--- src/rtl/systolic_mac_pe.sv ---
// systolic_mac_pe: sign-magnitude fixed-point multiply-accumulate processing
// element for a systolic array. Two-stage pipeline (multiply, then commit into
// one of N_ACC accumulator banks), a shiftable bank chain for draining results
// to the neighbouring PE, and registered operand pass-through.
// Optional feature: define PE_SATURATE_EN to clamp overflowing magnitudes to
// the largest representable value; otherwise overflowing magnitudes wrap.
module systolic_mac_pe #(
  parameter int DATA_W = 16,
  parameter int FRAC_W = 8,
  parameter int N_ACC  = 4,
  localparam int SEL_W = (N_ACC > 1) ? $clog2(N_ACC) : 1
) (
  input  logic              clk,
  input  logic              rst,
  input  logic [DATA_W-1:0] wgt,
  input  logic              wgt_valid,
  input  logic [DATA_W-1:0] act,
  input  logic              act_valid,
  input  logic [SEL_W-1:0]  acc_sel,
  input  logic              clear_acc,
  input  logic              shift_en,
  input  logic [DATA_W-1:0] acc_shift_in,
  output logic [DATA_W-1:0] acc_shift_out,
  output logic [DATA_W-1:0] wgt_out,
  output logic [DATA_W-1:0] act_out,
  output logic              wgt_valid_out,
  output logic              act_valid_out,
  output logic [SEL_W-1:0]  acc_sel_out,
  output logic              pending,
  output logic              sat_flag
);

  localparam int MAG_W  = DATA_W - 1;
  localparam int PROD_W = 2 * MAG_W;
  localparam logic [MAG_W-1:0] MAG_MAX = '1;

  logic [DATA_W-1:0] bank_q [N_ACC];
  logic [DATA_W-1:0] bank_d [N_ACC];
  logic              s1Valid_q, s1Valid_d;
  logic [MAG_W-1:0]  s1Mag_q, s1Mag_d;
  logic              s1Sign_q, s1Sign_d;
  logic [SEL_W-1:0]  s1Tag_q, s1Tag_d;
  logic              satFlag_q, satFlag_d;
  logic [DATA_W-1:0] wgtOut_q, wgtOut_d;
  logic [DATA_W-1:0] actOut_q, actOut_d;
  logic              wgtValidOut_q, wgtValidOut_d;
  logic              actValidOut_q, actValidOut_d;
  logic [SEL_W-1:0]  accSelOut_q, accSelOut_d;

  logic [PROD_W-1:0] prodFull;
  logic [PROD_W-1:0] prodShift;
  logic              prodOvf;
  logic [MAG_W-1:0]  prodMag;
  logic              prodSign;
  logic              accept;

  logic [DATA_W-1:0] bankCur;
  logic [MAG_W:0]    magSum;
  logic [MAG_W-1:0]  sumMag;
  logic              sumSign;
  logic              sumOvf;

  // Stage-1 product: truncated fixed-point magnitude, overflow folding, and
  // a sign that is forced positive whenever the magnitude is zero.
  always_comb begin
    prodFull  = PROD_W'(wgt[MAG_W-1:0]) * PROD_W'(act[MAG_W-1:0]);
    prodShift = prodFull >> FRAC_W;
    prodOvf   = |prodShift[PROD_W-1:MAG_W];
    prodMag   = prodShift[MAG_W-1:0];
`ifdef PE_SATURATE_EN
    if (prodOvf) prodMag = MAG_MAX;
`endif
    prodSign  = (wgt[DATA_W-1] ^ act[DATA_W-1]) & (prodMag != '0);
    accept    = wgt_valid & act_valid & ~shift_en & ~clear_acc;
  end

  // Stage-2 sign-magnitude add of the pending product onto its target bank.
  always_comb begin
    bankCur = bank_q[s1Tag_q];
    sumOvf  = 1'b0;
    sumSign = bankCur[DATA_W-1];
    if (bankCur[DATA_W-1] == s1Sign_q) begin
      magSum = {1'b0, bankCur[MAG_W-1:0]} + {1'b0, s1Mag_q};
      sumOvf = magSum[MAG_W];
    end else if (bankCur[MAG_W-1:0] >= s1Mag_q) begin
      magSum = {1'b0, bankCur[MAG_W-1:0] - s1Mag_q};
    end else begin
      magSum  = {1'b0, s1Mag_q - bankCur[MAG_W-1:0]};
      sumSign = s1Sign_q;
    end
    sumMag = magSum[MAG_W-1:0];
`ifdef PE_SATURATE_EN
    if (sumOvf) sumMag = MAG_MAX;
`endif
    if (sumMag == '0) sumSign = 1'b0;
  end

  // Next-state selection: clear beats shift, shift beats normal MAC flow.
  always_comb begin
    for (int i = 0; i < N_ACC; i++) bank_d[i] = bank_q[i];
    s1Valid_d     = s1Valid_q;
    s1Mag_d       = s1Mag_q;
    s1Sign_d      = s1Sign_q;
    s1Tag_d       = s1Tag_q;
    satFlag_d     = satFlag_q;
    wgtOut_d      = wgtOut_q;
    actOut_d      = actOut_q;
    wgtValidOut_d = 1'b0;
    actValidOut_d = 1'b0;
    accSelOut_d   = accSelOut_q;
    if (clear_acc) begin
      for (int i = 0; i < N_ACC; i++) bank_d[i] = '0;
      s1Valid_d = 1'b0;
      satFlag_d = 1'b0;
    end else if (shift_en) begin
      bank_d[0] = acc_shift_in;
      for (int i = 1; i < N_ACC; i++) bank_d[i] = bank_q[i-1];
    end else begin
      wgtOut_d      = wgt;
      actOut_d      = act;
      wgtValidOut_d = wgt_valid;
      actValidOut_d = act_valid;
      accSelOut_d   = acc_sel;
      if (s1Valid_q && (int'(s1Tag_q) < N_ACC)) begin
        bank_d[s1Tag_q] = {sumSign, sumMag};
        if (sumOvf) satFlag_d = 1'b1;
      end
      s1Valid_d = accept;
      if (accept) begin
        s1Mag_d  = prodMag;
        s1Sign_d = prodSign;
        s1Tag_d  = (N_ACC == 1) ? '0 : acc_sel;
        if (prodOvf) satFlag_d = 1'b1;
      end
    end
  end

  // State registers with synchronous reset that discards any in-flight product.
  always_ff @(posedge clk) begin
    if (rst) begin
      for (int i = 0; i < N_ACC; i++) bank_q[i] <= '0;
      s1Valid_q     <= 1'b0;
      s1Mag_q       <= '0;
      s1Sign_q      <= 1'b0;
      s1Tag_q       <= '0;
      satFlag_q     <= 1'b0;
      wgtOut_q      <= '0;
      actOut_q      <= '0;
      wgtValidOut_q <= 1'b0;
      actValidOut_q <= 1'b0;
      accSelOut_q   <= '0;
    end else begin
      for (int i = 0; i < N_ACC; i++) bank_q[i] <= bank_d[i];
      s1Valid_q     <= s1Valid_d;
      s1Mag_q       <= s1Mag_d;
      s1Sign_q      <= s1Sign_d;
      s1Tag_q       <= s1Tag_d;
      satFlag_q     <= satFlag_d;
      wgtOut_q      <= wgtOut_d;
      actOut_q      <= actOut_d;
      wgtValidOut_q <= wgtValidOut_d;
      actValidOut_q <= actValidOut_d;
      accSelOut_q   <= accSelOut_d;
    end
  end

  assign acc_shift_out = bank_q[N_ACC-1];
  assign wgt_out       = wgtOut_q;
  assign act_out       = actOut_q;
  assign wgt_valid_out = wgtValidOut_q;
  assign act_valid_out = actValidOut_q;
  assign acc_sel_out   = accSelOut_q;
  assign pending       = s1Valid_q;
  assign sat_flag      = satFlag_q;

endmodule

--- config.mk ---
export PLATFORM = sky130hd
export DESIGN_NAME = systolic_mac_pe
export DESIGN_NICKNAME = d
export VERILOG_FILES = /design/src/rtl/systolic_mac_pe.sv
export SDC_FILE = /design/constraint.sdc
export NUM_CORES = 1
export LEC_CHECK = 0
export ABC_AREA = 1
export CAP_MARGIN = 20
export CORE_MARGIN = 2
export CORE_UTILIZATION = 31
export DETAILED_ROUTE_END_ITERATION = 6
export GPL_ROUTABILITY_DRIVEN = 0
export GPL_TIMING_DRIVEN = 1
export HOLD_SLACK_MARGIN = 0.15
export PLACE_DENSITY = 0.58
export SLEW_MARGIN = 0
export SYNTH_ARGS = -nofsm -noshare
export SYNTH_HDL_FRONTEND = slang
export SYNTH_SLANG_ARGS = --single-unit
--- constraint.sdc ---
create_clock -name clk -period 15.95 [get_ports clk]
set_input_delay 3.9875 -clock clk [delete_from_list [all_inputs] [get_ports clk]]
set_output_delay 3.9875 -clock clk [all_outputs]
set_load 0.1 [all_outputs]
# Word-level counts from Yosys, hierarchy flattened
# Memory sizes are Yosys's and may differ from the RTL's. A register that Yosys moved wholly into a read port is not among the register bits.
# Index checks and enable logic that the tools add are counted.
# word_totals
latchBits,0
wordCells,64
regBits,56
romBits,0
memories,1
out_inout_bits,54
inputBits,56
ram_bits,64
# classes
muxes,25
n_shift,0
n_reduce_logical,8
n_eq_ne,1
n_mul,1
bitwise,12
n_lt_le_gt_ge,3
n_addsub,3
n_div,0
# memory_table
name,words,word_bits,rd,rd_clocked_by_memory_dff,wr,line,source
bank_q,4,16,5,1,4,37,logic [DATA_W-1:0] bank_q [N_ACC];
# ops
operator,count
2-to-1 mux 64 bit,3
2-to-1 mux 16 bit,5
bitwise mux 64 bit,1
demux 16 bit (select 2 bit),1
multiplier 15 x 15 -> 30 bit,1
2-to-1 mux 15 bit,2
subtractor 15 bit,2
adder 15 x 15 -> 16 bit,1
>= comparator 15 bit,1
zero test 15 bit,1
nonzero test 15 bit,1
2-to-1 mux 1 bit,11
OR reduction 7 bit,1
AND 1 bit,4
2-to-1 mux 2 bit,2
OR 1 bit,4
">= comparator 3 bit, second input constant",1
"less-than comparator 3 x 1 -> 1 bit, second input constant",1
NOT 2 -> 3 bit,1
AND reduction 3 bit,1
OR reduction 3 bit,1
NOT 1 bit,2
AND reduction 2 bit,1
OR reduction 2 bit,1
3 further kinds,3

# Logic depth before layout (Yosys ltp)
# Gate-level depths: netlist of the first run.
# depth
ltp_word,10
depth_mapped,33

# Least setup slack after synthesis of the first run
# OpenSTA, ideal clock, no wires.
# synth_path
path_type,input port to flip-flop
start,input wgt[10]
end,register satFlag_q (netlist: sat_flag)
slack_ps,6633
required_ps,15835
path_stages,32
t_arrival_ps,9202
setup_ps,115
cell_sequence,clkbuf_1 clkbuf_1 nand2_1 inv_1 fa_1 inv_1 fa_1 inv_1 fa_1 inv_1 fa_1 inv_1 fa_1 inv_1 fa_1 inv_1 ha_1 nand2_1 nor2_1 nand2_1 o21ai_0 nand3_1 nand2_1 nand2_1 nand2_1 nand3_1 nor2_1 nand2_1 nand2_1 nand2_1 nand2_1 nand2_1
# synth_between
elab_chain_cells,4
# synth_lines
element,line,source
start: declaration,15,"input logic [DATA_W-1:0] wgt,"
multiplier 15 x 15 -> 30 bit,66,prodFull = PROD_W'(wgt[MAG_W-1:0]) * PROD_W'(act[MAG_W-1:0]);
OR reduction 7 bit,68,prodOvf = |prodShift[PROD_W-1:MAG_W];
2-to-1 mux 1 bit,133,if (prodOvf) satFlag_d = 1'b1;
2-to-1 mux 1 bit,129,if (accept) begin
end signal: assignment,158,satFlag_q <= satFlag_d;
end: declaration,43,"logic satFlag_q, satFlag_d;"
# No other way between the ends.
# A chain may end at the register's enable or synchronous reset.

# Final worst setup path of the first run
# layout_path
start,input wgt[5]
end,register s1Sign_q
# layout_between
elab_chain_cells,3
# layout_lines
element,line,source
multiplier 15 x 15 -> 30 bit,66,
nonzero test 15 bit,73,prodSign = (wgt[DATA_W-1] ^ act[DATA_W-1]) & (prodMag != '0);
AND 1 bit,73,
end signal: assignment,156,s1Sign_q <= s1Sign_d;
end: declaration,41,"logic s1Sign_q, s1Sign_d;"
# No other way between the ends.

==> key figures, run 1 <==
Status
  – Status: finished, violations left
  – Violated checks: design-rule violations

Cells and area
  – Cell area after layout: 18500 um2
  – Layout Cells excl Fill: 3221
  – Final Util: 35.3%
  – Antenna diodes: 0
  – Number of nets in the layout: 2880
  – Fraction of layout cells with a size suffix above 1: 3.55%
  – Area grow syn2layout: 12.8%

Power and ir drop
  – Switching part of the total: 57.7%
  – Leak pwr: 9.90 nW
  – Seq pwr share: 9.8%
  – Clock power frac: 11.7%
  – Power Density: 180 nW/um2
  – Net Sw Power: 0.00192 W
  – Max VDD drop: 167 uV
  – Comb power frac: 78.5%
  – Internal Pwr Total: 0.00141 W

CTS
  – Clk pin slew, worst setup/hold paths: 60 ps
  – Postcts setup bufs: 0
  – Num CTS Buffers: 17
  – Root Driver: clkbuf_16
  – Clock sinks: 122
  – Cts hold-fix bufs: 0
  – CTS tree: built
  – Post-CTS resize count: 0
  – Clock buffer depth: 2
  – H-tree depth: 4
  – Skew-Pair Late Insertion Delay: 470 ps

Place
  – Hpwl dp: 39000 um
  – Post-DP Area: 17900 um2
  – Placed Instances: 3189
  – Port Buffers: 109

Routing
  – DRC: 2
  – 1st-pass router iterations: 7
  – Initial drt markers: 1286
  – Via count: 15.5k
  – Post-DR wirelength/cell: 15.5 um
  – Post-route ant nets: 0
  – WL final: 49800 um
  – Vias/cell: 4.82

Synthesis
  – Post-synthesis compound-gate area fraction: 9.52%
  – Synth cell count leaders: nand2_1 (781), inv_1 (543), fa_1 (169)
  – Synth Flop Type: dfxtp_1
  – Mapped Nets: 2852
  – Number of enable flip-flop cells after synthesis: 0
  – Async S/R FF share, synth: 0%
  – Synthesized flop and latch total: 122
  – Synth Area in Simple Gates: 27.3%
  – Largest family of logic cells by synthesized area: adder cells
  – Syn Area/Cell: 6.59 um2
  – Post-Syn Instances: 2492
  – Ys Warns: 0
  – Sequential area share after synthesis: 14.9%
  – Post-synthesis xor/xnor area fraction: 1.54%
  – Ranking of synthesized cells by area: fa_1 (21%), nand2_1 (18%), dfxtp_1 (15%)
  – Mapped Area: 16400 um2
  – Cell taking the most area after synthesis: fa_1
  – Multiplexer area fraction after synthesis: 0%
  – Count leader, synth: nand2_1
  – Synth top area share: 20.6%
  – Distinct cells, synth: 42
  – Adder-Cell Fraction of Synth Area: 30.9%

Setup path
  – Startpoint Class: input port
  – Crit path max fanout: 16
  – CP arrival: 10370 ps
  – Worst path required time: 16300 ps
  – Setup crit start: wgt[5]
  – Crit. End Element: flip-flop
  – Critical Setup Path Class: input port to flip-flop

Global routing
  – First-pass GRT wire length: 81300 um
  – Number of global-route vias before repair: 15.7k
  – Largest net degree at the start of global routing: 69
  – Gr usage total: 18.9%
  – Initial antenna violation count: 0
  – GRT overflow: 0

Floorplan
  – Initial Util: 31.3%
  – Die X: 234 um
  – Chip height: 234 um
  – I/O Pins: 110
  – Num rows: 84
  – Core area: 52400 um2
  – Die ar.: 54800 um2

Timing
  – Max Slew Vio Count: 0
  – Final worst path period share: 62.8%
  – Post-layout minimum cycle time: 10020 ps
  – Fmax: 99.8 MHz
  – Hold Fails Final Rpt: 0
  – Final setup viols: 0
  – Clk_skew: 15.6 ps
  – Relative slew margins: 28.2%
  – Least-Margin Pin Slew: 1080 ps
  – Setup TNS: 0 ps
  – RSZ-0062 raised after global routing: no
  – WHS: 501 ps

Flow run
  – Max Cap Viol: 0

Min path
  – Hold path start: bank_q[0][0]
  – Hold Path Class: flip-flop to flip-flop
[sequential cells by signal, summed over array words and instances (netlist names), 2 cells and up, named ones only]
name / cells
acc_sel_out: 2
act_out: 16
bank_q: 64
s1Mag_q: 15
s1Tag_q: 2
wgt_out: 16
[worst max-delay path, cell delays in order]
cell             delay [ps]
clkdlybuf4s50_1        1080
nand2_1                 170
fa_1                    530
inv_1                    50
fa_1                    550
fa_1                    430
fa_1                    460
fa_1                    500
inv_1                    60
fa_1                    470
inv_1                    40
ha_1                    350
nand2_1                 180
inv_1                    50
a21boi_0                370
nand2_1                 160
inv_1                    70
nand2_1                 100
xnor2_1                 290
nand3_1                 120
nor2_1                  130
nand3_1                  80
nand2_1                  60
a21oi_1                  60
[path summary, 6_finish.rpt]
check,depth (start not counted),to,slack (ps)
hold reg to reg,2,bank_q[0][0],500
hold / removal,2,bank_q[0][0],500
setup / recovery,24,s1Sign_q,5930
setup reg to reg,23,bank_q[3][15],11110
[final cells by class]
cell class | instances | area (um2)
Sequential cell | 122 | 2440
Inverter | 554 | 2080
Tap cell | 688 | 861
Multi-Input combinational cell | 1701 | 11400
Clock buffer | 17 | 425
Clock inverter | 15 | 146
Timing Repair Buffer | 124 | 1200
Fill cell | 5604 | 33900
[per-stage QoR]
step	power, W	worst slack, ps
after detailed placement	0.00291	5550
final	0.00333	5930
after floorplan	0.00226	6630
after global placement	0.00291	5490
after global routing	0.00372	5580
after CTS	0.00332	6050
[cells by family after synthesis]
kind of cell,count (synthesis)
AOI/OAI and AO/OA,267
xor gates and xnor gates,28
adders and majority gates,304
buffers and inverters,669
DFF,122
and+or+nand+nor,1102
[layout by cell type, fill, tap and decap left out, types with 15 or more instances in the layout]
cell type / instances
a21oi_1: 85
a31oi_1: 58
buf_4: 15
clkbuf_16: 17
clkdlybuf4s50_1: 108
dfxtp_1: 122
fa_1: 169
ha_1: 135
inv_1: 543
nand2_1: 781
nand3_1: 102
nand4_1: 17
nor2_1: 148
o21ai_0: 68
xor2_1: 22
[power by group through the flow]
| stage | sequential, W | clock [W] | combinational (W) |
|---|---|---|---|
| after floorplan | 0.000371 | 0 | 0.00189 |
| after global placement | 0.000331 | 0 | 0.00258 |
| after detailed placement | 0.000332 | 0 | 0.00258 |
| after CTS | 0.000325 | 0.000403 | 0.00260 |
| after global routing | 0.000326 | 0.000412 | 0.00298 |
| final | 0.000325 | 0.000390 | 0.00261 |
[routing by layer]
metal | up-vias | global-route usage [%] | wire length, um
met5 | - | 0 | 0
met4 | 0 | 7.50 | 1610
met3 | 91 | 3.38 | 2940
met2 | 512 | 32.2 | 23900
met1 | 7352 | 23.4 | 21400
li1 | 7563 | - | -
Power figures use the tool's default switching activity.
==> run 2: changes to the inputs <==
--- a/config.mk
+++ b/config.mk
@@ -13,7 +13,7 @@
 export GPL_ROUTABILITY_DRIVEN = 0
 export GPL_TIMING_DRIVEN = 1
 export HOLD_SLACK_MARGIN = 0.15
-export PLACE_DENSITY = 0.58
+export PLACE_DENSITY = 0.6
 export SLEW_MARGIN = 0
 export SYNTH_ARGS = -nofsm -noshare
 export SYNTH_HDL_FRONTEND = slang
==> constraint.sdc (replaced) <==
create_clock -name clk -period 8.75 [get_ports clk]
set_input_delay 2.1875 -clock clk [delete_from_list [all_inputs] [get_ports clk]]
set_output_delay 2.1875 -clock clk [all_outputs]
set_load 0.1 [all_outputs]
==> key figures, run 2 (synthesized netlist as in run 1, its figures left out) <==
Global routing
  – Number of global-route vias before repair: 15.3k (-3.0%)
  – Initial antenna violation count: 0 (unchanged)
  – Largest net degree at the start of global routing: 69 (unchanged)
  – GRT overflow: 0 (unchanged)
  – First-pass GRT wire length: 79800 um (-1.8%)
  – Gr usage total: 18.4% (-0.46 points)

Cells and area
  – Cell area after layout: 18700 um2 (+1.1%)
  – Antenna diodes: 0 (unchanged)
  – Fraction of layout cells with a size suffix above 1: 4.61% (+1.1 points)
  – Area grow syn2layout: 14.1%
  – Max reg flops: 64 (unchanged)
  – Most common cell after layout, fill and taps aside: nand2_1
  – Number of nets in the layout: 2908 (+0.97%)
  – Biggest register: bank_q
  – Commonest non-fill, non-tap cells in the layout: nand2_1 (781), inv_1 (543), fa_1 (169)

Timing
  – Setup ws final: 833 ps (-5100 ps)
  – Hold Fails Final Rpt: 0 (unchanged)
  – Fmax: 126 MHz
  – Final worst path period share: 90.5%
  – RSZ-0062 raised after global routing: no
  – Relative slew margins: 31.6% (+3.4 points)
  – Max Slew Vio Count: 0 (unchanged)
  – Clk_skew: 16.3 ps (+0.772 ps)
  – WHS: 487 ps (-13.8 ps)
  – Final setup viols: 0 (unchanged)
  – Least-Margin Pin Slew: 1020 ps (-52.9 ps)
  – Setup TNS: 0 ps (unchanged)
  – Post-layout minimum cycle time: 7920 ps

Power and ir drop
  – Clock power frac: 11.9% (+0.2 points)
  – Overall power: 0.00598 W (+80%)
  – Max VDD drop: 330 uV (+98%)
  – Internal Pwr Total: 0.00257 W (+83%)
  – Switching part of the total: 57.0% (-0.63 points)
  – Power Density: 320 nW/um2 (+78%)
  – Seq pwr share: 9.9% (about the same)
  – Leak pwr: 10.0 nW (+1.4%)
  – Comb power frac: 78.2% (-0.3 points)
  – Net Sw Power: 0.00341 W (+78%)

Setup path
  – Reg2reg end: bank_q[1][15]
  – Worst path required time: 9130 ps (-7170 ps)
  – Crit. End Element: flip-flop
  – R2R cell count: 20 (-13%)
  – Setup crit start: wgt[7]
  – CP max stage cell: clkdlybuf4s50_1
  – Max incr delay on CP: 720 ps (-360 ps)
  – Critical Setup Path Class: input port to flip-flop
  – Worst setup endpoint: sat_flag
  – Reg2Reg Setup Slack: 3870 ps (-7240 ps)
  – Cell mode on critical path: nand2_1
  – Startpoint Class: input port
  – CP arrival: 8300 ps (-2070 ps)
  – Crit path max fanout: 11 (-5)

Floorplan
  – I/O Pins: 110 (unchanged)
  – Initial Util: 31.3% (unchanged)
  – Chip height: 234 um (unchanged)
  – Core area: 52400 um2 (unchanged)
  – Num rows: 84 (unchanged)
  – Die X: 234 um (unchanged)
  – Die ar.: 54800 um2 (unchanged)

Routing
  – Post-DR wirelength/cell: 14.9 um (-3.3%)
  – Via count: 15.4k (-1.1%)
  – Vias/cell: 4.73 (-1.9%)
  – Post-route ant nets: 0 (unchanged)
  – WL final: 48500 um (-2.5%)
  – DRC: 0 (-2)
  – 1st-pass router iterations: 6 (-1)
  – Initial drt markers: 1097 (-15%)

CTS
  – Cts hold-fix bufs: 0 (unchanged)
  – Root Driver: clkbuf_16
  – Post-CTS resize count: 0 (unchanged)
  – Skew-Pair Late Insertion Delay: 480 ps (about the same)
  – Num CTS Buffers: 17 (unchanged)
  – Clock sinks: 122 (unchanged)
  – Postcts setup bufs: 0 (unchanged)
  – Clk pin slew, worst setup/hold paths: 70 ps (about the same)
  – H-tree depth: 4 (unchanged)
  – CTS tree: built
  – Clock buffer depth: 2 (unchanged)

Place
  – Hpwl dp: 38600 um (-1.0%)
  – Post-DP Area: 18200 um2 (+1.2%)
  – Dpl ws: 360 ps (-5190 ps)
  – Port Buffers: 109 (unchanged)

Min path
  – Hold Path Class: flip-flop to flip-flop

Flow run
  – Max Cap Viol: 0 (unchanged)

Status
  – Status: completed
-- run 2: cell types whose count changed in the layout (fill, tap and decap cells not counted), sizes merged --
cell,change
buf,+28
clkinv,+1
inv,-1
-- run 2: worst max-delay path, delay by kind of cell --
kind	cells	cell delay [ps]
AND/OR/NAND/NOR	15	1380
adder cells (fa/ha/maj)	7	3300
buffers and inverters	8	1090
AO/OA/AOI/OAI	1	330
-- run 2: how the worst min path moves through the flow --
stage                 start            to  slack, ps  cells after the start
2_1_floorplan  bank_q[0][0]  bank_q[0][0]        460                      2
3_3_place_gp   bank_q[0][0]  bank_q[0][0]        480                      2
3_5_place_dp   bank_q[0][0]  bank_q[0][0]        480                      2
4_1_cts        bank_q[0][0]  bank_q[0][0]        490                      2
5_1_grt        bank_q[2][7]  bank_q[3][7]        520                      2
6_report       bank_q[0][0]  bank_q[0][0]        490                      2
-- run 2: final cells by class --
| type | count | area (um2) |
|---|---|---|
| Clock inverter | 15 | 146 |
| Multi-Input combinational cell | 1701 | 11400 |
| Fill cell | 5663 | 33700 |
| Tap cell | 688 | 861 |
| Clock buffer | 17 | 425 |
| Sequential cell | 122 | 2440 |
| Inverter | 554 | 2080 |
| Timing Repair Buffer | 152 | 1410 |
-- run 2: metal layers --
metal	share of wire, %	up-vias	track usage [%]	routed length (um)
li1	-	7629	-	-
met1	45	7194	24.1	22000
met2	46	440	30.5	22400
met3	5.1	90	2.68	2470
met4	3.4	0	7.20	1650
met5	0	-	0	0
-- run 2: power groups by stage --
stage / registers, W / clock network, W / logic [W]
detailed placement: 0.000604 / 0 / 0.00463
floorplan: 0.000676 / 0 / 0.00344
global route: 0.000594 / 0.000748 / 0.00533
global placement: 0.000604 / 0 / 0.00462
finish: 0.000592 / 0.000712 / 0.00468
CTS: 0.000592 / 0.000727 / 0.00466
-- run 2: per-stage QoR --
step | cells | util, %
6_report | 3249 | 35.7
5_1_grt | 3249 | 35.7
4_1_cts | 3249 | 35.7
3_5_place_dp | 3217 | 34.6
3_3_place_gp | 3217 | 34.6
2_1_floorplan | 2492 | -
